[config.mk]
export PLATFORM = sky130hd
export DESIGN_NAME = hazard_unit_mc_flat
export DESIGN_NICKNAME = d
export VERILOG_FILES = /design/src/rtl/hazard_unit_mc_pkg.sv /design/src/rtl/hazard_unit_mc_if.sv /design/src/rtl/hazard_unit_mc_md_scoreboard.sv /design/src/rtl/hazard_unit_mc.sv /design/src/flat_wrapper.sv
export SDC_FILE = /design/constraint.sdc
export NUM_CORES = 1
export LEC_CHECK = 0
export CORE_MARGIN = 5
export CORE_UTILIZATION = 35
export CTS_CLUSTER_DIAMETER = 120
export CTS_CLUSTER_SIZE = 10
export DETAILED_ROUTE_END_ITERATION = 6
export PLACE_DENSITY = 0.71
export SYNTH_ARGS = -nofsm -noshare
export SYNTH_HDL_FRONTEND = slang
export SYNTH_HIERARCHICAL = 1
export SYNTH_SLANG_ARGS = --single-unit
[constraint.sdc]
create_clock -name clk -period 6.9 [get_ports clk]
set_input_delay 1.725 -clock clk [delete_from_list [all_inputs] [get_ports clk]]
set_output_delay 1.725 -clock clk [all_outputs]
set_load 0.01 [all_outputs]
[src/rtl/hazard_unit_mc_pkg.sv]
// Shared definitions for the hazard/forwarding controller: forwarding mux
// select codes and the MUL/DIV scoreboard state encoding.
package hazard_pkg;

    localparam logic [1:0] FWD_RF = 2'b00;
    localparam logic [1:0] FWD_W  = 2'b01;
    localparam logic [1:0] FWD_M  = 2'b10;

    typedef enum logic [1:0] {
        MD_IDLE = 2'b00,
        MD_BUSY = 2'b01,
        MD_DONE = 2'b10
    } md_state_e;

    // Counter width able to hold the larger of the two latencies.
    function automatic int md_cnt_w(input int mul_lat, input int div_lat);
        int lat;
        lat = (div_lat > mul_lat) ? div_lat : mul_lat;
        return $clog2(lat) + 1;
    endfunction

endpackage

[src/rtl/hazard_unit_mc_if.sv]
// Bundle of datapath-side pipeline information and the controls the hazard
// unit returns; master is the datapath, slave is the hazard unit.
interface hazard_unit_mc_if #(
    parameter int REG_AW = 5,
    parameter int CNT_W  = 16
);
    logic [REG_AW-1:0] Rs_D, Rt_D, Rs_E, Rt_E;
    logic [REG_AW-1:0] writeReg_E, writeReg_M, writeReg_W;
    logic              reg_write_E, reg_write_M, reg_write_W;
    logic              memtoReg_E, memtoReg_M;
    logic              branch_D, jump_D, branch_taken_D;
    logic              md_op_D, hilo_read_D, md_start_E, md_is_div_E;
    logic              mem_req_M, mem_ready_M;

    logic              stall_F, stall_D, stall_E, stall_M;
    logic              flush_D, flush_E, flush_W;
    logic              forwardA_D, forwardB_D;
    logic [1:0]        forwardA_E, forwardB_E;
    logic              md_busy, md_done, md_overlap_err;
    logic [CNT_W-1:0]  stall_count;

    modport master (
        output Rs_D, Rt_D, Rs_E, Rt_E, writeReg_E, writeReg_M, writeReg_W,
               reg_write_E, reg_write_M, reg_write_W, memtoReg_E, memtoReg_M,
               branch_D, jump_D, branch_taken_D, md_op_D, hilo_read_D,
               md_start_E, md_is_div_E, mem_req_M, mem_ready_M,
        input  stall_F, stall_D, stall_E, stall_M, flush_D, flush_E, flush_W,
               forwardA_D, forwardB_D, forwardA_E, forwardB_E,
               md_busy, md_done, md_overlap_err, stall_count
    );

    modport slave (
        input  Rs_D, Rt_D, Rs_E, Rt_E, writeReg_E, writeReg_M, writeReg_W,
               reg_write_E, reg_write_M, reg_write_W, memtoReg_E, memtoReg_M,
               branch_D, jump_D, branch_taken_D, md_op_D, hilo_read_D,
               md_start_E, md_is_div_E, mem_req_M, mem_ready_M,
        output stall_F, stall_D, stall_E, stall_M, flush_D, flush_E, flush_W,
               forwardA_D, forwardB_D, forwardA_E, forwardB_E,
               md_busy, md_done, md_overlap_err, stall_count
    );

endinterface

[src/rtl/hazard_unit_mc_md_scoreboard.sv]
// Multi-cycle MUL/DIV occupancy tracker: IDLE/BUSY/DONE FSM with a latency
// counter, a one-cycle HI/LO write strobe and a sticky overlap error.
module md_scoreboard
    import hazard_pkg::*;
#(
    parameter int MUL_LAT = 4,
    parameter int DIV_LAT = 32
) (
    input  logic i_clk,
    input  logic i_rst_n,
    input  logic i_start,
    input  logic i_is_div,
    input  logic i_stall_e,
    output logic o_busy,
    output logic o_done,
    output logic o_overlap_err
);

    localparam int CW = md_cnt_w(MUL_LAT, DIV_LAT);
    localparam logic [CW-1:0] MUL_LOAD = CW'(MUL_LAT - 2);
    localparam logic [CW-1:0] DIV_LOAD = CW'(DIV_LAT - 2);

    md_state_e     r_state;
    logic [CW-1:0] r_cnt;
    logic          r_busy;
    logic          r_done;
    logic          r_err;

    logic          w_accept;
    logic [CW-1:0] w_load;

    // Issue only when the instruction actually leaves Execute.
    assign w_accept = i_start && !i_stall_e;
    assign w_load   = i_is_div ? DIV_LOAD : MUL_LOAD;

    // r_cnt holds the BUSY cycles still to run; the unit keeps counting
    // through pipeline freezes because it is not clocked by the pipeline.
    always_ff @(posedge i_clk or negedge i_rst_n) begin
        if (!i_rst_n) begin
            r_state <= MD_IDLE;
            r_cnt   <= '0;
            r_busy  <= 1'b0;
            r_done  <= 1'b0;
            r_err   <= 1'b0;
        end else begin
            case (r_state)
                MD_BUSY: begin
                    if (i_start) begin
                        r_err <= 1'b1;
                    end
                    r_cnt <= r_cnt - 1'b1;
                    if (r_cnt <= CW'(1)) begin
                        r_state <= MD_DONE;
                        r_done  <= 1'b1;
                    end
                end
                default: begin
                    if (w_accept) begin
                        r_cnt  <= w_load;
                        r_busy <= 1'b1;
                        if (w_load == '0) begin
                            r_state <= MD_DONE;
                            r_done  <= 1'b1;
                        end else begin
                            r_state <= MD_BUSY;
                            r_done  <= 1'b0;
                        end
                    end else begin
                        r_state <= MD_IDLE;
                        r_busy  <= 1'b0;
                        r_done  <= 1'b0;
                    end
                end
            endcase
        end
    end

    assign o_busy        = r_busy;
    assign o_done        = r_done;
    assign o_overlap_err = r_err;

endmodule

[src/rtl/hazard_unit_mc.sv]
// Hazard and forwarding controller for the 5-stage MIPS pipeline: RAW
// forwarding, load-use/branch/MUL-DIV stalls, memory wait freezing, stall counter.
module hazard_unit_mc
    import hazard_pkg::*;
#(
    parameter int REG_AW  = 5,
    parameter int MUL_LAT = 4,
    parameter int DIV_LAT = 32,
    parameter int CNT_W   = 16
) (
    input logic           clk,
    input logic           rst_n,
    hazard_unit_mc_if.slave hz
);

    logic             w_lw_stall;
    logic             w_br_stall;
    logic             w_md_stall;
    logic             w_mem_stall;
    logic             w_hz;
    logic             w_stall_fd;
    logic             w_md_busy;
    logic             w_md_done;
    logic             w_md_err;
    logic [CNT_W-1:0] r_stall_cnt;

    // M has the younger result, so it wins over W.
    function automatic logic [1:0] fwd_sel(
        input logic [REG_AW-1:0] src,
        input logic [REG_AW-1:0] wr_m,
        input logic              we_m,
        input logic [REG_AW-1:0] wr_w,
        input logic              we_w
    );
        if (src != '0 && src == wr_m && we_m) begin
            return FWD_M;
        end else if (src != '0 && src == wr_w && we_w) begin
            return FWD_W;
        end
        return FWD_RF;
    endfunction

    function automatic logic src_hit(
        input logic [REG_AW-1:0] wr,
        input logic [REG_AW-1:0] rs,
        input logic [REG_AW-1:0] rt
    );
        return (wr != '0) && (wr == rs || wr == rt);
    endfunction

    always_comb begin
        w_lw_stall  = hz.memtoReg_E && src_hit(hz.writeReg_E, hz.Rs_D, hz.Rt_D);
        w_br_stall  = hz.branch_D &&
                      ((hz.reg_write_E && src_hit(hz.writeReg_E, hz.Rs_D, hz.Rt_D)) ||
                       (hz.memtoReg_M  && src_hit(hz.writeReg_M, hz.Rs_D, hz.Rt_D)));
        // mfhi/mflo may proceed in the DONE cycle: HI/LO is written that edge.
        w_md_stall  = w_md_busy && !w_md_done && (hz.md_op_D || hz.hilo_read_D);
        w_mem_stall = hz.mem_req_M && !hz.mem_ready_M;
        w_hz        = w_lw_stall || w_br_stall || w_md_stall;
        w_stall_fd  = w_hz || w_mem_stall;
    end

    assign hz.stall_F = w_stall_fd;
    assign hz.stall_D = w_stall_fd;
    assign hz.stall_E = w_mem_stall;
    assign hz.stall_M = w_mem_stall;
    assign hz.flush_W = w_mem_stall;
    // A frozen pipeline must not lose the bubble or the fetched slot.
    assign hz.flush_E = (w_hz || hz.jump_D) && !w_mem_stall;
    assign hz.flush_D = (hz.jump_D || hz.branch_taken_D) && !w_stall_fd;

    assign hz.forwardA_E = fwd_sel(hz.Rs_E, hz.writeReg_M, hz.reg_write_M,
                                   hz.writeReg_W, hz.reg_write_W);
    assign hz.forwardB_E = fwd_sel(hz.Rt_E, hz.writeReg_M, hz.reg_write_M,
                                   hz.writeReg_W, hz.reg_write_W);
    assign hz.forwardA_D = (hz.Rs_D != '0) && (hz.Rs_D == hz.writeReg_M) && hz.reg_write_M;
    assign hz.forwardB_D = (hz.Rt_D != '0) && (hz.Rt_D == hz.writeReg_M) && hz.reg_write_M;

    md_scoreboard #(
        .MUL_LAT (MUL_LAT),
        .DIV_LAT (DIV_LAT)
    ) u_md_sb (
        .i_clk         (clk),
        .i_rst_n       (rst_n),
        .i_start       (hz.md_start_E),
        .i_is_div      (hz.md_is_div_E),
        .i_stall_e     (w_mem_stall),
        .o_busy        (w_md_busy),
        .o_done        (w_md_done),
        .o_overlap_err (w_md_err)
    );

    assign hz.md_busy        = w_md_busy;
    assign hz.md_done        = w_md_done;
    assign hz.md_overlap_err = w_md_err;

    always_ff @(posedge clk or negedge rst_n) begin
        if (!rst_n) begin
            r_stall_cnt <= '0;
        end else if (w_stall_fd && r_stall_cnt != '1) begin
            r_stall_cnt <= r_stall_cnt + 1'b1;
        end
    end

    assign hz.stall_count = r_stall_cnt;

endmodule

[src/flat_wrapper.sv]
// flat-port wrapper written by rule: the top's interface ports become plain ports
module hazard_unit_mc_flat import hazard_pkg::*;
#(
    parameter int REG_AW  = 5,
    parameter int MUL_LAT = 4,
    parameter int DIV_LAT = 32,
    parameter int CNT_W   = 16
)
  (clk, rst_n, hz_Rs_D, hz_Rt_D, hz_Rs_E, hz_Rt_E, hz_writeReg_E, hz_writeReg_M, hz_writeReg_W, hz_reg_write_E, hz_reg_write_M, hz_reg_write_W, hz_memtoReg_E, hz_memtoReg_M, hz_branch_D, hz_jump_D, hz_branch_taken_D, hz_md_op_D, hz_hilo_read_D, hz_md_start_E, hz_md_is_div_E, hz_mem_req_M, hz_mem_ready_M, hz_stall_F, hz_stall_D, hz_stall_E, hz_stall_M, hz_flush_D, hz_flush_E, hz_flush_W, hz_forwardA_D, hz_forwardB_D, hz_forwardA_E, hz_forwardB_E, hz_md_busy, hz_md_done, hz_md_overlap_err, hz_stall_count);
  hazard_unit_mc_if #(.REG_AW(REG_AW), .CNT_W(CNT_W)) hz_i ();
  input logic clk;
  input logic rst_n;
  input wire logic [$bits(hz_i.Rs_D)-1:0] hz_Rs_D;
  input wire logic [$bits(hz_i.Rt_D)-1:0] hz_Rt_D;
  input wire logic [$bits(hz_i.Rs_E)-1:0] hz_Rs_E;
  input wire logic [$bits(hz_i.Rt_E)-1:0] hz_Rt_E;
  input wire logic [$bits(hz_i.writeReg_E)-1:0] hz_writeReg_E;
  input wire logic [$bits(hz_i.writeReg_M)-1:0] hz_writeReg_M;
  input wire logic [$bits(hz_i.writeReg_W)-1:0] hz_writeReg_W;
  input wire logic [$bits(hz_i.reg_write_E)-1:0] hz_reg_write_E;
  input wire logic [$bits(hz_i.reg_write_M)-1:0] hz_reg_write_M;
  input wire logic [$bits(hz_i.reg_write_W)-1:0] hz_reg_write_W;
  input wire logic [$bits(hz_i.memtoReg_E)-1:0] hz_memtoReg_E;
  input wire logic [$bits(hz_i.memtoReg_M)-1:0] hz_memtoReg_M;
  input wire logic [$bits(hz_i.branch_D)-1:0] hz_branch_D;
  input wire logic [$bits(hz_i.jump_D)-1:0] hz_jump_D;
  input wire logic [$bits(hz_i.branch_taken_D)-1:0] hz_branch_taken_D;
  input wire logic [$bits(hz_i.md_op_D)-1:0] hz_md_op_D;
  input wire logic [$bits(hz_i.hilo_read_D)-1:0] hz_hilo_read_D;
  input wire logic [$bits(hz_i.md_start_E)-1:0] hz_md_start_E;
  input wire logic [$bits(hz_i.md_is_div_E)-1:0] hz_md_is_div_E;
  input wire logic [$bits(hz_i.mem_req_M)-1:0] hz_mem_req_M;
  input wire logic [$bits(hz_i.mem_ready_M)-1:0] hz_mem_ready_M;
  output wire logic [$bits(hz_i.stall_F)-1:0] hz_stall_F;
  output wire logic [$bits(hz_i.stall_D)-1:0] hz_stall_D;
  output wire logic [$bits(hz_i.stall_E)-1:0] hz_stall_E;
  output wire logic [$bits(hz_i.stall_M)-1:0] hz_stall_M;
  output wire logic [$bits(hz_i.flush_D)-1:0] hz_flush_D;
  output wire logic [$bits(hz_i.flush_E)-1:0] hz_flush_E;
  output wire logic [$bits(hz_i.flush_W)-1:0] hz_flush_W;
  output wire logic [$bits(hz_i.forwardA_D)-1:0] hz_forwardA_D;
  output wire logic [$bits(hz_i.forwardB_D)-1:0] hz_forwardB_D;
  output wire logic [$bits(hz_i.forwardA_E)-1:0] hz_forwardA_E;
  output wire logic [$bits(hz_i.forwardB_E)-1:0] hz_forwardB_E;
  output wire logic [$bits(hz_i.md_busy)-1:0] hz_md_busy;
  output wire logic [$bits(hz_i.md_done)-1:0] hz_md_done;
  output wire logic [$bits(hz_i.md_overlap_err)-1:0] hz_md_overlap_err;
  output wire logic [$bits(hz_i.stall_count)-1:0] hz_stall_count;
  assign hz_i.Rs_D = hz_Rs_D;
  assign hz_i.Rt_D = hz_Rt_D;
  assign hz_i.Rs_E = hz_Rs_E;
  assign hz_i.Rt_E = hz_Rt_E;
  assign hz_i.writeReg_E = hz_writeReg_E;
  assign hz_i.writeReg_M = hz_writeReg_M;
  assign hz_i.writeReg_W = hz_writeReg_W;
  assign hz_i.reg_write_E = hz_reg_write_E;
  assign hz_i.reg_write_M = hz_reg_write_M;
  assign hz_i.reg_write_W = hz_reg_write_W;
  assign hz_i.memtoReg_E = hz_memtoReg_E;
  assign hz_i.memtoReg_M = hz_memtoReg_M;
  assign hz_i.branch_D = hz_branch_D;
  assign hz_i.jump_D = hz_jump_D;
  assign hz_i.branch_taken_D = hz_branch_taken_D;
  assign hz_i.md_op_D = hz_md_op_D;
  assign hz_i.hilo_read_D = hz_hilo_read_D;
  assign hz_i.md_start_E = hz_md_start_E;
  assign hz_i.md_is_div_E = hz_md_is_div_E;
  assign hz_i.mem_req_M = hz_mem_req_M;
  assign hz_i.mem_ready_M = hz_mem_ready_M;
  assign hz_stall_F = hz_i.stall_F;
  assign hz_stall_D = hz_i.stall_D;
  assign hz_stall_E = hz_i.stall_E;
  assign hz_stall_M = hz_i.stall_M;
  assign hz_flush_D = hz_i.flush_D;
  assign hz_flush_E = hz_i.flush_E;
  assign hz_flush_W = hz_i.flush_W;
  assign hz_forwardA_D = hz_i.forwardA_D;
  assign hz_forwardB_D = hz_i.forwardB_D;
  assign hz_forwardA_E = hz_i.forwardA_E;
  assign hz_forwardB_E = hz_i.forwardB_E;
  assign hz_md_busy = hz_i.md_busy;
  assign hz_md_done = hz_i.md_done;
  assign hz_md_overlap_err = hz_i.md_overlap_err;
  assign hz_stall_count = hz_i.stall_count;
  hazard_unit_mc #(.REG_AW(REG_AW), .MUL_LAT(MUL_LAT), .DIV_LAT(DIV_LAT), .CNT_W(CNT_W)) u_core (.clk(clk), .rst_n(rst_n), .hz(hz_i));
endmodule
======== Yosys cells after proc, flatten, opt, wreduce, memory -nomap -nowiden ========
Cells that the tools add are included.
operators by class
  mux-type cells .......................... 22
  magnitude comparators ................... 1
  eq/ne operators ......................... 13
  $add $sub $neg .......................... 2
  reductions and logical operators ........ 47
operators with widths
  kind                     number
  $eq A5 B5 Y1             10
  $reduce_bool A5 Y1       6
  $logic_and A1 B1 Y1      25
  $mux W2                  10
  $add A16 B1 Y16 const B  1
  $ne A16 B16 Y1 const B   1
  $mux W6                  2
  $logic_or A1 B1 Y1       9
  $mux W1                  9
  $le A6 B1 Y1 const B     1
  $logic_not A6 Y1         1
  $sub A6 B1 Y6 const B    1
  $mux W5                  1
  $logic_not A1 Y1         4
  $eq A2 B1 Y1 const B     1
  $ne A2 B2 Y1 const B     1
  $reduce_and A2 Y1        1
  $reduce_bool A2 Y1       1
storage, ports and cells
  word-level logic and storage cells ...... 91
  input bits .............................. 51
  output and inout bits ................... 32
  flip-flop bits (word level) ............. 27

======== Depth between registers and ports, before layout ========
  depth after elaboration ................. 11
  mapped depth ............................ 9
  depth with buffers taken out ............ 7

======== Cells and area by module ========
Netlist, hierarchy kept.
by module, submodules not included
  module          area each (um2)  sequential area each (um2)  instances  cells an instance
  hazard_unit_mc  1,421.4          400.4                       1          156
  md_scoreboard   519.2            250.2                       1          45

======== Worst setup path before layout ========
OpenSTA, ideal clock, no wires.
  path kind ............................... input -> output
  from .................................... input port hz_writeReg_M[1]
  to ...................................... output port hz_flush_D
  buffers on the path ..................... 1
  required time ........................... 5.175 ns
  setup slack ............................. 2.071 ns
  arrival time ............................ 3.104 ns
  cell stages on the path ................. 6
  cells stage by stage .................... buf_6 or4_1 o211ai_1 a21o_2 nand3_1 nor2_1
between the ends
  longest elaborated chain between the ends .. 11
  elaborated cells on any way between the ends .. 13
  those cells by class .................... eq/ne (2); reduce/logical (11)
RTL lines
  element                             RTL line              text
  from (decl)                         flat_wrapper.sv:18    input wire logic [$bits(hz_i.writeReg_M)-1:0] hz_writeReg_M;
  $eq A5 B5 Y1                        hazard_unit_mc.sv:48  return (wr != '0) && (wr == rs || wr == rt);
  $logic_or A1 B1 Y1                  hazard_unit_mc.sv:48
  $logic_and A1 B1 Y1 *               hazard_unit_mc.sv:48
  $logic_and A1 B1 Y1 *               hazard_unit_mc.sv:55  (hz.memtoReg_M && src_hit(hz.writeReg_M, hz.Rs_D, hz.Rt_D)));
  $logic_or A1 B1 Y1 *                hazard_unit_mc.sv:54  ((hz.reg_write_E && src_hit(hz.writeReg_E, hz.Rs_D, hz.Rt_D)) ||
  $logic_and A1 B1 Y1 *               hazard_unit_mc.sv:53  w_br_stall = hz.branch_D &&
  $logic_or A1 B1 Y1 * (2 in series)  hazard_unit_mc.sv:59  w_hz = w_lw_stall || w_br_stall || w_md_stall;
  $logic_or A1 B1 Y1 *                hazard_unit_mc.sv:60  w_stall_fd = w_hz || w_mem_stall;
  via hz_stall_D                      flat_wrapper.sv:35    output wire logic [$bits(hz_i.stall_D)-1:0] hz_stall_D;
  $logic_not A1 Y1 *                  hazard_unit_mc.sv:70  assign hz.flush_D = (hz.jump_D || hz.branch_taken_D) && !w_stall_fd;
  $logic_and A1 B1 Y1 *               hazard_unit_mc.sv:70
  to (decl)                           flat_wrapper.sv:38    output wire logic [$bits(hz_i.flush_D)-1:0] hz_flush_D;
Mark *: on every way through the listed nets, which the timed path passes. The rest lies on a longest branch.

======== Worst setup path after layout ========
  from .................................... input port hz_writeReg_M[1]
  to ...................................... output port hz_flush_D
between the ends
  longest elaborated chain between the ends .. 11
  elaborated cells on any way between the ends .. 13
  those cells by class .................... eq/ne (2); reduce/logical (11)
RTL lines
  element                             RTL line
  $eq A5 B5 Y1                        hazard_unit_mc.sv:48
  $logic_or A1 B1 Y1                  hazard_unit_mc.sv:48
  $logic_and A1 B1 Y1 *               hazard_unit_mc.sv:48
  $logic_and A1 B1 Y1 *               hazard_unit_mc.sv:55
  $logic_or A1 B1 Y1 *                hazard_unit_mc.sv:54
  $logic_and A1 B1 Y1 *               hazard_unit_mc.sv:53
  $logic_or A1 B1 Y1 * (2 in series)  hazard_unit_mc.sv:59
  $logic_or A1 B1 Y1 *                hazard_unit_mc.sv:60
  $logic_not A1 Y1 *                  hazard_unit_mc.sv:70
  $logic_and A1 B1 Y1 *               hazard_unit_mc.sv:70
Mark *: on every way between the ends. The rest lies on a longest branch, timed or not.

==> reports/qor.yml <==
start_util_pct: 35.7
p_seq_share_pct: 35.7
antenna_cells: 0
p_clk_share_pct: 18.5
max_freq_ghz: 0.169
routed_wl_um: 5120
synthCells: 201
core-area_sq_mm: 0.00544
path_common_cell: "clkdlybuf4s50_1"
timing.hold.ws_ns: 0.466
drv_slew: 0
p_sw_share_pct: 35.3
synth.distinct_cells: 43
port_buffers: 82
cp_cell_sequence: "clkdlybuf4s50_1 > or4_1 > o211ai_1 > a21o_2 > nand3_1 > nor2_1 > clkdlybuf4s50_1"
crit_buf_inv: 2
routedWlPerCell_um: 14.7
io_pins: 83
dr.pass1.iters: 4
n_fill_cell: 489
dieArea_sq_mm: 0.00713
pwr-share-comb_pct: 45.8
pre_cts_slack_ns: 1.00
max_slew_margin_pct: 51.2
ir_drop_v: 0.000249
clock_path_buffers: 2
syn-mean-instance-area_sq_um: 9.65
drtIter0Drc: 113
numCtsBuffers: 3
cp_top_family: "buffers and inverters"
cap_violations: 0
required_ns: 5.18
placedInstanceArea_sq_mm: 0.00276
ys.flop_type: "dfrtp_1"
grt_pass1_wl_um: 8380
drtAntennaViolNets: 0
skew_ns: 0.00637
ys_async_sr_fraction_pct: 100
cts.sinks: 26
syn_nets: 255
drc: 0
cpMaxStageDelayCell: "or4_1"
final_nets: 332
rsz0062_at_grt: "no"
core.rowCount: 27
yosys_warnings: 6
die_h_um: 84.5
fin_tns_setup_ns: 0
drive_gt1_share_pct: 5.78
cts_root_buf: "clkbuf_8"
synthesis.area_sq_mm: 0.00194
run_status: "finished clean"
final_area_sq_mm: 0.00283
grt_max_degree: 27
fin_total_pwr_w: 0.000690
grt_pass1_vias: 1705
worstMarginPinSlew_ns: 0.731
cts.hold.buffers_added: 0
viasPerCell: 4.86
cp-start-kind: "input port"
grt_overflow: 0
hpwlAfterDp_um: 4210
p_per_area_mw_per_mm2: 244
clk_pin_slew_ns: 0.09
dr_total_vias: 1697
internal_power_w: 0.000446
finalHoldViolCount: 0
setup_viol_count_final: 0
die_w_um: 84.5
period_share_pct: 85.9
cts_tree: "done"
htreeDepth: 1
synth_edf_count: 0
ctsResizeCount: 0
syn_to_final_growth_pct: 46.0
gp_congestion: 0.815
worstPathMaxFanout: 6
min_period_ns: 5.92
clk_latency_ns: 0.27
ys_seq_elements: 26
final.setup.worst_slack_ns: 0.976
p_switching_w: 0.000244
end_kind: "primary output"
antenna_found_initial: 0
cts_setup_buffers: 0
hold_path.class: "flop to flop"
leakage_nw: 1.11
critPathKind: "input port to primary output"
yosysSeqAreaShare_pct: 33.5
critPathMaxStageDelay_ns: 0.59
worstPathArrival_ns: 4.20
grtUsageTotal_pct: 14.3
worst reg2reg max path, cell delays in order, from the launching register on:
cell and delay [ns]:
dfrtp_1 0.43, ha_1 0.25, and3_1 0.20, and2_1 0.20, and4_1 0.22, a31oi_4 0.39, mux2_2 0.38
layer usage:
metal	share of wire, %	vias up	wire [um]	track usage (%)
li1	-	864	-	-
met1	45	784	2320	18.9
met2	49	43	2490	23.8
met3	4.7	6	242	3.73
met4	1.2	0	63	2.30
met5	0	-	0	0
final timing paths:
kind                                                          start                                       end  slack [ns]  depth (start not counted)
min                        u_core/u_md_sb/o_overlap_err$_DFFE_PN0P_  u_core/u_md_sb/o_overlap_err$_DFFE_PN0P_        0.47                          1
min reg2reg                u_core/u_md_sb/o_overlap_err$_DFFE_PN0P_  u_core/u_md_sb/o_overlap_err$_DFFE_PN0P_        0.47                          1
min in group asynchronous                                     rst_n       u_core/u_md_sb/r_cnt[5]$_DFFE_PN0P_        1.81                          2
max                                                hz_writeReg_M[1]                                hz_flush_D        0.98                          7
max reg2reg                    u_core/hz.stall_count[0]$_DFFE_PN0P_      u_core/hz.stall_count[1]$_DFFE_PN0P_        4.72                          6
max in group asynchronous                                     rst_n         u_core/u_md_sb/o_busy$_DFFE_PN0N_        4.84                          2
metrics by stage:
stage	utilization (%)	std cells
2_1_floorplan	-	201
3_3_place_gp	50.8	345
3_5_place_dp	50.8	345
4_1_cts	52.1	349
5_1_grt	52.1	349
6_report	52.1	349
flip-flops by register name, indices dropped and copies added, names as in the netlist:
register                      count
u_core/u_md_sb/r_cnt              6
u_core/u_md_sb/r_state            1
u_core/u_md_sb/o_overlap_err      1
u_core/u_md_sb/o_done             1
u_core/u_md_sb/o_busy             1
u_core/hz.stall_count            16
kinds of logic after synthesis:
group	after synthesis	share of synthesized area (%)
and+or+nand+nor	75	23.0
muxes	5	2.64
adders and majority gates	3	1.93
buffers and inverters	16	5.93
DFF	26	33.5
AOI/OAI and AO/OA	22	8.64
xor gates and xnor gates	54	24.4
cell usage in the layout, fill, tap and decap left out, types with 2 or more instances in the layout:
cell and n:
a31oi_1 2, nand2b_1 3, nor4_1 4, or4_1 5, nand2_1 11, nand3_1 9, a21oi_1 4, inv_1 5
o21ai_0 4, nor2_1 11, or3_1 2, xor2_1 12, o221a_2 2, xnor2_1 42, clkbuf_8 3, ha_1 3
nor2b_1 2, nand4_1 10, mux2i_1 4, clkdlybuf4s50_1 82, and3_1 8, nor3_1 2, dfrtp_1 26
synth_stat cells, types with 2 or more instances:
cell type / n / area share [%]
nand2_1: 11 / 2.1
o21ai_0: 4 / 1.0
or4_1: 5 / 1.9
o221a_2: 2 / 1.2
buf_2: 2 / 0.52
or3_1: 2 / 0.64
buf_4: 4 / 1.5
a21oi_1: 4 / 1.0
nor3_1: 2 / 0.52
ha_1: 3 / 1.9
a31oi_1: 2 / 0.64
and3_1: 8 / 2.6
nand2b_1: 3 / 0.97
mux2i_1: 4 / 2.1
xnor2_1: 42 / 19
inv_1: 5 / 0.97
xor2_1: 12 / 5.4
nand3_1: 9 / 2.3
nor4_1: 4 / 1.3
nor2_1: 11 / 2.1
buf_6: 5 / 2.9
nor2b_1: 2 / 0.64
nand4_1: 10 / 3.2
dfrtp_1: 26 / 34
power by group through the flow:
stage                     Combinational, W  Clock (W)  Sequential, W
after global routing              0.000353   0.000138       0.000255
after global placement            0.000309          0       0.000247
after floorplan                   0.000185          0       0.000251
final                             0.000316   0.000128       0.000247
after CTS                         0.000318   0.000130       0.000246
after detailed placement          0.000317          0       0.000249
final cells by class:
type	count	area, sq um	share of cell area, %
inverter	5	18.8	0.662
multi-input combinational	159	1170	41.5
timing repair buffer	83	828	29.2
clock buffer	3	41.3	1.46
tap	72	90.1	3.18
clock inverter	1	30.0	1.06
sequential	26	651	23.0
Power figures use the tool's default switching activity.
